--- config.mk ---
export PLATFORM = sky130hd
export DESIGN_NAME = rsa_job_scheduler
export DESIGN_NICKNAME = d
export VERILOG_FILES = /design/src/rtl/rsa_pkg.sv /design/src/rtl/rr_arb2.sv /design/src/rtl/rsa_job_scheduler.sv
export SDC_FILE = /design/constraint.sdc
export NUM_CORES = 1
export LEC_CHECK = 0
export ABC_AREA = 1
export BUFFER_PORTS_ARGS = -buffer_cell sky130_fd_sc_hd__buf_2
export CAP_MARGIN = 5
export CORE_ASPECT_RATIO = 1.2
export CORE_MARGIN = 2
export CORE_UTILIZATION = 30
export CTS_CLUSTER_DIAMETER = 120
export CTS_CLUSTER_SIZE = 16
export DETAILED_ROUTE_END_ITERATION = 8
export GPL_ROUTABILITY_DRIVEN = 1
export PLACE_DENSITY = 0.57
export SYNTH_ARGS = -nofsm -noshare
export SYNTH_HDL_FRONTEND = slang
export SYNTH_SLANG_ARGS = --single-unit
--- constraint.sdc ---
create_clock -name clk -period 1.6 [get_ports clk]
set_input_delay 0.32 -clock clk [delete_from_list [all_inputs] [get_ports clk]]
set_output_delay 0.32 -clock clk [all_outputs]
set_load 0.03 [all_outputs]
--- src/rtl/rsa_pkg.sv ---
// Shared types for the RSA job scheduler: scheduler FSM encoding and requester count.
package rsa_pkg;

  localparam int unsigned N_REQ = 2;

  typedef enum logic [2:0] {
    IDLE  = 3'd0,
    LOAD  = 3'd1,
    CLEAR = 3'd2,
    RUN   = 3'd3,
    DONE  = 3'd4
  } sched_state_t;

endpackage

--- src/rtl/rr_arb2.sv ---
// Two-way round-robin arbiter: combinational grant from the request vector and the index
// of the last requester served. The pointer register itself lives in the scheduler.
module rr_arb2
  import rsa_pkg::*;
(
  input  logic [N_REQ-1:0] req_i,
  input  logic             rr_ptr_i,
  output logic             valid_o,
  output logic             grant_idx_o,
  output logic [N_REQ-1:0] grant_oh_o
);

  always_comb begin
    valid_o     = 1'b1;
    grant_idx_o = 1'b0;
    unique case (req_i)
      2'b01:   grant_idx_o = 1'b0;
      2'b10:   grant_idx_o = 1'b1;
      // Contention: the requester that was not served last goes next.
      2'b11:   grant_idx_o = ~rr_ptr_i;
      default: begin
        valid_o     = 1'b0;
        grant_idx_o = 1'b0;
      end
    endcase
  end

  always_comb begin
    grant_oh_o = '0;
    if (valid_o) begin
      grant_oh_o = grant_idx_o ? 2'b10 : 2'b01;
    end
  end

endmodule

--- src/rtl/rsa_job_scheduler.sv ---
// Shares one rsa_unit between two requesters: arbitrates, latches operands, sequences en/clear
// and returns C with a one-cycle done pulse. Optional RUN watchdog under RSA_TIMEOUT_EN.
module rsa_job_scheduler
  import rsa_pkg::*;
#(
  parameter int unsigned WIDTH          = 8,
  parameter int unsigned TIMEOUT_CYCLES = 1023
) (
  input  logic                   clk,
  input  logic                   rstb,
  input  logic                   ena,
  input  logic [N_REQ-1:0]       req,
  input  logic [N_REQ*WIDTH-1:0] op_p,
  input  logic [N_REQ*WIDTH-1:0] op_e,
  input  logic [N_REQ*WIDTH-1:0] op_m,
  input  logic [N_REQ*WIDTH-1:0] op_const,
  output logic [N_REQ-1:0]       done,
  output logic                   err,
  output logic [WIDTH-1:0]       result,
  output logic                   busy,
  output logic                   rsa_en,
  output logic                   rsa_clear,
  output logic [WIDTH-1:0]       rsa_p,
  output logic [WIDTH-1:0]       rsa_e,
  output logic [WIDTH-1:0]       rsa_m,
  output logic [WIDTH-1:0]       rsa_const,
  input  logic [WIDTH-1:0]       rsa_c,
  input  logic                   rsa_eoc
);

  sched_state_t     state_q, state_d;
  logic [N_REQ-1:0] grant_q, grant_d;
  logic             rr_ptr_q, rr_ptr_d;
  logic [WIDTH-1:0] p_q, p_d, e_q, e_d, m_q, m_d, const_q, const_d;
  logic [WIDTH-1:0] result_q, result_d;
  logic             err_q, err_d;
  logic             timeout;

  logic             arb_valid;
  logic             arb_idx;
  logic [N_REQ-1:0] arb_oh;

  rr_arb2 u_arb (
    .req_i      (req),
    .rr_ptr_i   (rr_ptr_q),
    .valid_o    (arb_valid),
    .grant_idx_o(arb_idx),
    .grant_oh_o (arb_oh)
  );

`ifdef RSA_TIMEOUT_EN
  localparam int unsigned CntW = $clog2(TIMEOUT_CYCLES + 1);

  logic [CntW-1:0] cnt_q, cnt_d;

  assign timeout = (state_q == RUN) && (cnt_q == CntW'(TIMEOUT_CYCLES));

  always_comb begin
    cnt_d = cnt_q;
    if (state_q == CLEAR) begin
      cnt_d = '0;
    end else if (state_q == RUN && !timeout) begin
      cnt_d = cnt_q + 1'b1;
    end
  end

  always_ff @(posedge clk or negedge rstb) begin
    if (!rstb) begin
      cnt_q <= '0;
    end else if (ena) begin
      cnt_q <= cnt_d;
    end
  end
`else
  logic unused_timeout_cfg;
  assign unused_timeout_cfg = (TIMEOUT_CYCLES != 0);
  assign timeout            = 1'b0;
`endif

  always_comb begin
    state_d  = state_q;
    grant_d  = grant_q;
    rr_ptr_d = rr_ptr_q;
    p_d      = p_q;
    e_d      = e_q;
    m_d      = m_q;
    const_d  = const_q;
    result_d = result_q;
    err_d    = err_q;
    unique case (state_q)
      IDLE: begin
        if (arb_valid) begin
          grant_d = arb_oh;
          p_d     = arb_idx ? op_p[2*WIDTH-1:WIDTH]     : op_p[WIDTH-1:0];
          e_d     = arb_idx ? op_e[2*WIDTH-1:WIDTH]     : op_e[WIDTH-1:0];
          m_d     = arb_idx ? op_m[2*WIDTH-1:WIDTH]     : op_m[WIDTH-1:0];
          const_d = arb_idx ? op_const[2*WIDTH-1:WIDTH] : op_const[WIDTH-1:0];
          state_d = LOAD;
        end
      end
      // en low for a cycle so the core restarts from its reset state.
      LOAD:  state_d = CLEAR;
      // eoc here is stale from a previous job and is deliberately ignored.
      CLEAR: state_d = RUN;
      RUN: begin
        if (rsa_eoc) begin
          result_d = rsa_c;
          err_d    = 1'b0;
          state_d  = DONE;
        end else if (timeout) begin
          result_d = '0;
          err_d    = 1'b1;
          state_d  = DONE;
        end
      end
      DONE: begin
        rr_ptr_d = grant_q[1];
        err_d    = 1'b0;
        state_d  = IDLE;
      end
      default: state_d = IDLE;
    endcase
  end

  always_ff @(posedge clk or negedge rstb) begin
    if (!rstb) begin
      state_q  <= IDLE;
      grant_q  <= '0;
      rr_ptr_q <= 1'b1;
      p_q      <= '0;
      e_q      <= '0;
      m_q      <= '0;
      const_q  <= '0;
      result_q <= '0;
      err_q    <= 1'b0;
    end else if (ena) begin
      state_q  <= state_d;
      grant_q  <= grant_d;
      rr_ptr_q <= rr_ptr_d;
      p_q      <= p_d;
      e_q      <= e_d;
      m_q      <= m_d;
      const_q  <= const_d;
      result_q <= result_d;
      err_q    <= err_d;
    end
  end

  assign done      = (state_q == DONE) ? grant_q : '0;
  assign err       = err_q;
  assign result    = result_q;
  assign busy      = (state_q != IDLE);
  assign rsa_en    = (state_q == CLEAR) || (state_q == RUN);
  assign rsa_clear = (state_q == CLEAR);
  assign rsa_p     = p_q;
  assign rsa_e     = e_q;
  assign rsa_m     = m_q;
  assign rsa_const = const_q;

endmodule
==> reports/summary.txt, run 1 <==
flops & latches, synth: 46
H-Tree Depth: 2
Min-Delay Path Class: in -> reg
Routed WL per cell: 12.4 um
initial antenna violation count: 0
largest net degree at the start of global routing: 23
final core occ: 0.432
endpoints failing hold: 0
maximum clock rate: 650 MHz
Clock Tree Root: clkbuf_8
Routed WL: 6900 um
fin worst setup slack: 0.0615 ns
grt ovf: 0
GRT Util Overall: 0.147
gpl congestion: 0.780
DRT Pass-1 Iters: 4
# rows: 36
Pleak: 1.99 nW
Clock Tree Buf Depth: 2
die area: 8930 um^2
Synth Warn #: 0
Core Area: 8020 um^2
Mapped Nets: 405
vias: 2,487
most common cell after layout, fill and taps aside: nand2_1
Detail Route Antenna Nets: 0
PwrDens: 1810 nW/um^2
Setup Skew: 0.00902 ns
CTS buffer count: 5
Netlist cell types: 23
drt via density: 4.46
synthesized netlist cell count: 327
Die X: 86.6 um
max_cap viols: 0
final worst path period share: 0.962
initial DRC count: 41
post-synthesis sequential area ratio: 0.469
IO Port Bufs: 122
CP Capture Type: primary output
status: finished clean
height of the die: 103 um
Layout area overhead: 40.9%
Post-Place Worst Slack: 0.160 ns
Initial Util: 0.306
HPWL after DPL: 5080 um
layout cells sized above 1: 0.390
VDD IR max: 0.589 mV
Clock Sinks: 46
TritonCTS clock tree: built
fin crit period: 1.54 ns
Synth Area per Inst: 7.51 um^2
Critical Path Source Type: register
Critical Path RT: 1.28 ns
number of global-route vias before repair: 2,229
synthesized area: 2460 um^2
most frequent cells in the layout: nand2_1, buf_2, dfrtp_1
I/O pin count: 124
DR DRC count: 0
nets: 539
Fin Setup TNS: 0 ns
crit path DAT: 1.22 ns
unrepaired setup endpoints after global routing: yes
Final Setup Violations: 0
clock-pin slew on the worst setup and hold paths: 0.08 ns
Antenna diodes: 0
Critical Path Fanout Max: 3
global-route wire length before repair: 10,400 um
path type of the worst setup path: reg -> out
Max Slew Vio Count: 0
Worst-Skew Late Latency: 0.29 ns
==> synth_stat cells (all sizes together) <==
library cell	number	area, um^2
o21ai	46	272
nand2	150	578
clkbuf	6	22.5
nand3	40	205
conb	1	3.75
nor2	8	56.3
nand4	1	6.26
dfrtp	45	1130
inv	14	52.6
buf	15	109
dfstp	1	26.3
==> through the flow <==
stage | power (W) | cells | area [um^2] | hold slack [ns]
floorplan | 0.00406 | 327 | 2460 | 0.0244
global placement | 0.00496 | 537 | 3170 | 0.270
detailed placement | 0.00501 | 537 | 3170 | 0.272
CTS | 0.00605 | 550 | 3350 | 0.250
global route | 0.00671 | 557 | 3460 | 0.242
finish | 0.00626 | 557 | 3460 | 0.258
==> critical path, stage by stage (launching register included) <==
cell	delay, ns
dfrtp_2	0.45
inv_2	0.09
nand3_2	0.10
nor2_2	0.14
buf_6	0.15
==> sequential cells by signal, indices dropped and copies added, names as in the netlist <==
register and cells:
result 8, rsa_const 8, rsa_e 8, rsa_m 8
rsa_p 8, state_q 3, grant_q 2, rr_ptr_q 1
==> cell type report <==
type | instances | area [um^2]
Sequential cell | 46 | 1150
Timing Repair Buffer | 147 | 860
Multi-Input combinational cell | 247 | 1160
Tap cell | 95 | 119
Clock inverter | 1 | 30.0
Fill cell | 857 | 4550
Inverter | 14 | 55.1
Clock buffer | 7 | 86.3
==> repair_timing <==
action	in CTS	in global routing
setup endpoints to repair	4	4
hold buffers	1	0
resized for setup	8	10
buffers inserted	4	6
pin swaps	2	2
hold endpoints to repair	15	0
cloned	0	1
==> layer usage <==
metal | global-route usage | vias up | share of wire
met5 | 0 | - | 0
met4 | 0.0325 | 0 | 0.0086
met3 | 0.0336 | 6 | 0.053
met2 | 0.260 | 79 | 0.50
met1 | 0.182 | 1092 | 0.44
li1 | - | 1310 | -
==> final timing paths <==
| kind | cells past startpoint | slack (ns) | end | startpoint |
|---|---|---|---|---|
| worst max register to register | 8 | 0.10 | state_q[0] | state_q[0] |
| max in group asynchronous | 3 | 0.56 | rsa_e[0] | rstb |
| worst min-delay path | 3 | 0.26 | result[0] | rsa_c[0] |
| worst min register to register | 2 | 0.48 | result[1] | result[1] |
| min in group asynchronous | 2 | 0.48 | result[1] | rstb |
| worst max-delay path | 4 | 0.06 | done[1] | state_q[0] |
==> report_power, final <==
group | leakage, nW | switching, W | total, W | internal (W)
logic | 1.36 | 0.00227 | 0.00343 | 0.00116
registers | 0.576 | 0.000274 | 0.00196 | 0.00168
clock network | 0.0585 | 0.000372 | 0.000881 | 0.000509
total | 1.99 | 0.00291 | 0.00626 | 0.00335
==> cells by family (layout without fill, tap and decap cells) <==
kind of cell / count (synthesis) / count (layout) / synth area share
AND/OR/NAND/NOR: 199 / 200 / 0.344
AO/OA/AOI/OAI: 46 / 46 / 0.110
flip-flops: 46 / 46 / 0.469
buffers and inverters: 35 / 169 / 0.0748
other: 1 / 1 / 0.00153
Note: power is estimated with default switching activity, not from simulation.
==> run 2: changes to the inputs <==
==> constraint.sdc (replaced) <==
create_clock -name clk -period 1.6 [get_ports clk]
set_input_delay 0.08 -clock clk [delete_from_list [all_inputs] [get_ports clk]]
set_output_delay 0.08 -clock clk [all_outputs]
set_load 0.03 [all_outputs]
==> run 2 against run 1 <==
Effect of this change:
- clock skew is essentially flat
- non-clock buffer count shrank 11
- flip-flop and latch count is the same
- final cell count shrank 2.2%
- power shrank 8.7%
- critical path depth is the same
- worst hold slack lost 0.24 ns
- critical endpoint is now done[0]
- largest power group unchanged
- highest routed layer unchanged
==> reports/summary.txt, run 2 (synthesis gave the netlist of run 1 again) <==
most common cell after layout, fill and taps aside: nand2_1
vias: 2,487 (unchanged)
Critical R2R Launch: state_q[0]
hold path start: rsa_c[5]
path type of the worst setup path: reg -> out
global-route wire length before repair: 10,500 um (+0.27%)
Routed WL: 6650 um (-3.6%)
crit path DAT: 1.37 ns (+0.15 ns)
unrepaired setup endpoints after global routing: no
Clock Sinks: 46 (unchanged)
crit-path max cell delay: 0.42 ns (-0.03 ns)
final worst path period share: 0.906 (-0.0553)
non-filler cells, final: 545 (-2.2%)
PwrDens: 1740 nW/um^2 (-3.9%)
nets: 527 (-2.2%)
Core Area: 8020 um^2 (unchanged)
Die X: 86.6 um (unchanged)
Fin Setup TNS: 0 ns (unchanged)
Layout area overhead: 33.8%
Cells after DPL: 536 (-0.19%)
DR DRC count: 0 (unchanged)
Antenna diodes: 0 (unchanged)
Critical Path RT: 1.52 ns (+0.24 ns)
Slew headroom: 0.661
Final Setup Violations: 0 (unchanged)
fillcell total: 861 (+0.47%)
Worst-Skew Late Latency: 0.29 ns (about the same)
die area: 8930 um^2 (unchanged)
crit path cell chain: inv_2, nand3_1, nor2_1, buf_2
Min-Delay Path Class: in -> reg
Clock Tree Buf Depth: 2 (unchanged)
Critical Path Fanout Max: 8 (+5)
drt via density: 4.56 (+2.2%)
largest net degree at the start of global routing: 27 (+17%)
Worst-Margin Slew: 0.508 ns
Clock Tree Root: clkbuf_8
VDD IR max: 0.723 mV (+23%)
Critical Path Source Type: register
CTS buffer count: 5 (unchanged)
max_cap viols: 0 (unchanged)
Slowest cell on crit path: dfrtp_1
fin crit period: 1.45 ns (-0.0885 ns)
crit-path leading delay family: flip-flops
Worst setup startpoint: state_q[1]
maximum clock rate: 690 MHz (+6.1%)
Initial Util: 0.306 (unchanged)
Post-CTS Setup Bufs: 0 (-4)
GRT Util Overall: 0.148 (+0.00115)
IO Port Bufs: 122 (unchanged)
Max Slew Vio Count: 0 (unchanged)
CP Capture Type: primary output
initial antenna violation count: 0 (unchanged)
# rows: 36 (unchanged)
final core occ: 0.410 (-0.0218)
Setup Skew: 0.00878 ns (-0.000242 ns)
I/O pin count: 124 (unchanged)
gpl congestion: 0.761 (-2.4%)
Pleak: 1.92 nW (-3.8%)
CP bufs+invs: 2 (unchanged)
most frequent cells in the layout: nand2_1, buf_2, dfrtp_1
HPWL after DPL: 5100 um (+0.49%)
worst hold margin: 0.0190 ns (-0.239 ns)
DRT Pass-1 Iters: 4 (unchanged)
TritonCTS clock tree: built
Reg2Reg Setup Slack: 0.18 ns (+0.08 ns)
Routed WL per cell: 12.2 um (-1.4%)
clock-pin slew on the worst setup and hold paths: 0.09 ns (about the same)
H-Tree Depth: 2 (unchanged)
status: finished clean
Detail Route Antenna Nets: 0 (unchanged)
height of the die: 103 um (unchanged)
grt ovf: 0 (unchanged)
endpoints failing hold: 0 (unchanged)
initial DRC count: 77 (+88%)
layout cells sized above 1: 0.358 (-0.0318)
number of global-route vias before repair: 2,219 (-0.45%)
==> run 2: repair_timing <==
action                     in CTS  in global routing
hold buffers                    1                  0
gates resized for setup         0                  1
hold endpoints to repair       19                  0
setup endpoints to repair       0                  2
==> run 2: worst register-to-register path, delay by kind of cell, from the launching register on <==
family	cells	cell delay [ns]
DFF	1	0.46
and+or+nand+nor	3	0.45
buffers and inverters	1	0.22
AOI/OAI and AO/OA	1	0.18
==> run 2: final timing paths <==
| check | depth (start not counted) | to |
|---|---|---|
| max | 4 | done[0] |
| min | 3 | result[5] |
| max reg2reg | 5 | rsa_p[1] |
| min reg2reg | 2 | result[7] |
| max in group asynchronous | 3 | rsa_m[6] |
| min in group asynchronous | 2 | result[1] |
==> run 2: through the flow <==
step | power, W | area, um^2 | worst slack, ns
floorplan | 0.00406 | 2460 | 0.364
global placement | 0.00496 | 3180 | 0.235
detailed placement | 0.00501 | 3180 | 0.157
CTS | 0.00576 | 3280 | 0.120
global route | 0.00616 | 3290 | 0.0273
finish | 0.00572 | 3290 | 0.150
==> run 2: per-layer routing <==
metal	part of all wire	GRT usage	vias to the layer above	routed length, um
met4	0.0045	0.0325	0	30
met3	0.070	0.0360	2	463
met2	0.48	0.256	88	3170
li1	-	-	1281	-
met1	0.45	0.188	1116	2990
met5	0	0	-	0
==> run 2: cell type report <==
type	count	area (um^2)	area share
sequential	46	1150	0.350
timing repair buffer	136	743	0.226
clock inverter	1	5.00	0.00152
multi-input combinational	246	1130	0.344
inverter	14	52.6	0.0160
tap	95	119	0.0361
clock buffer	7	86.3	0.0263
==> run 2: power breakdown <==
part	internal, W	total [W]	leakage [nW]	switching (W)
Sequential	0.00168	0.00196	0.578	0.000284
Combinational	0.000901	0.00302	1.29	0.00212
Clock	0.000349	0.000734	0.0482	0.000384
Total	0.00293	0.00572	1.92	0.00279
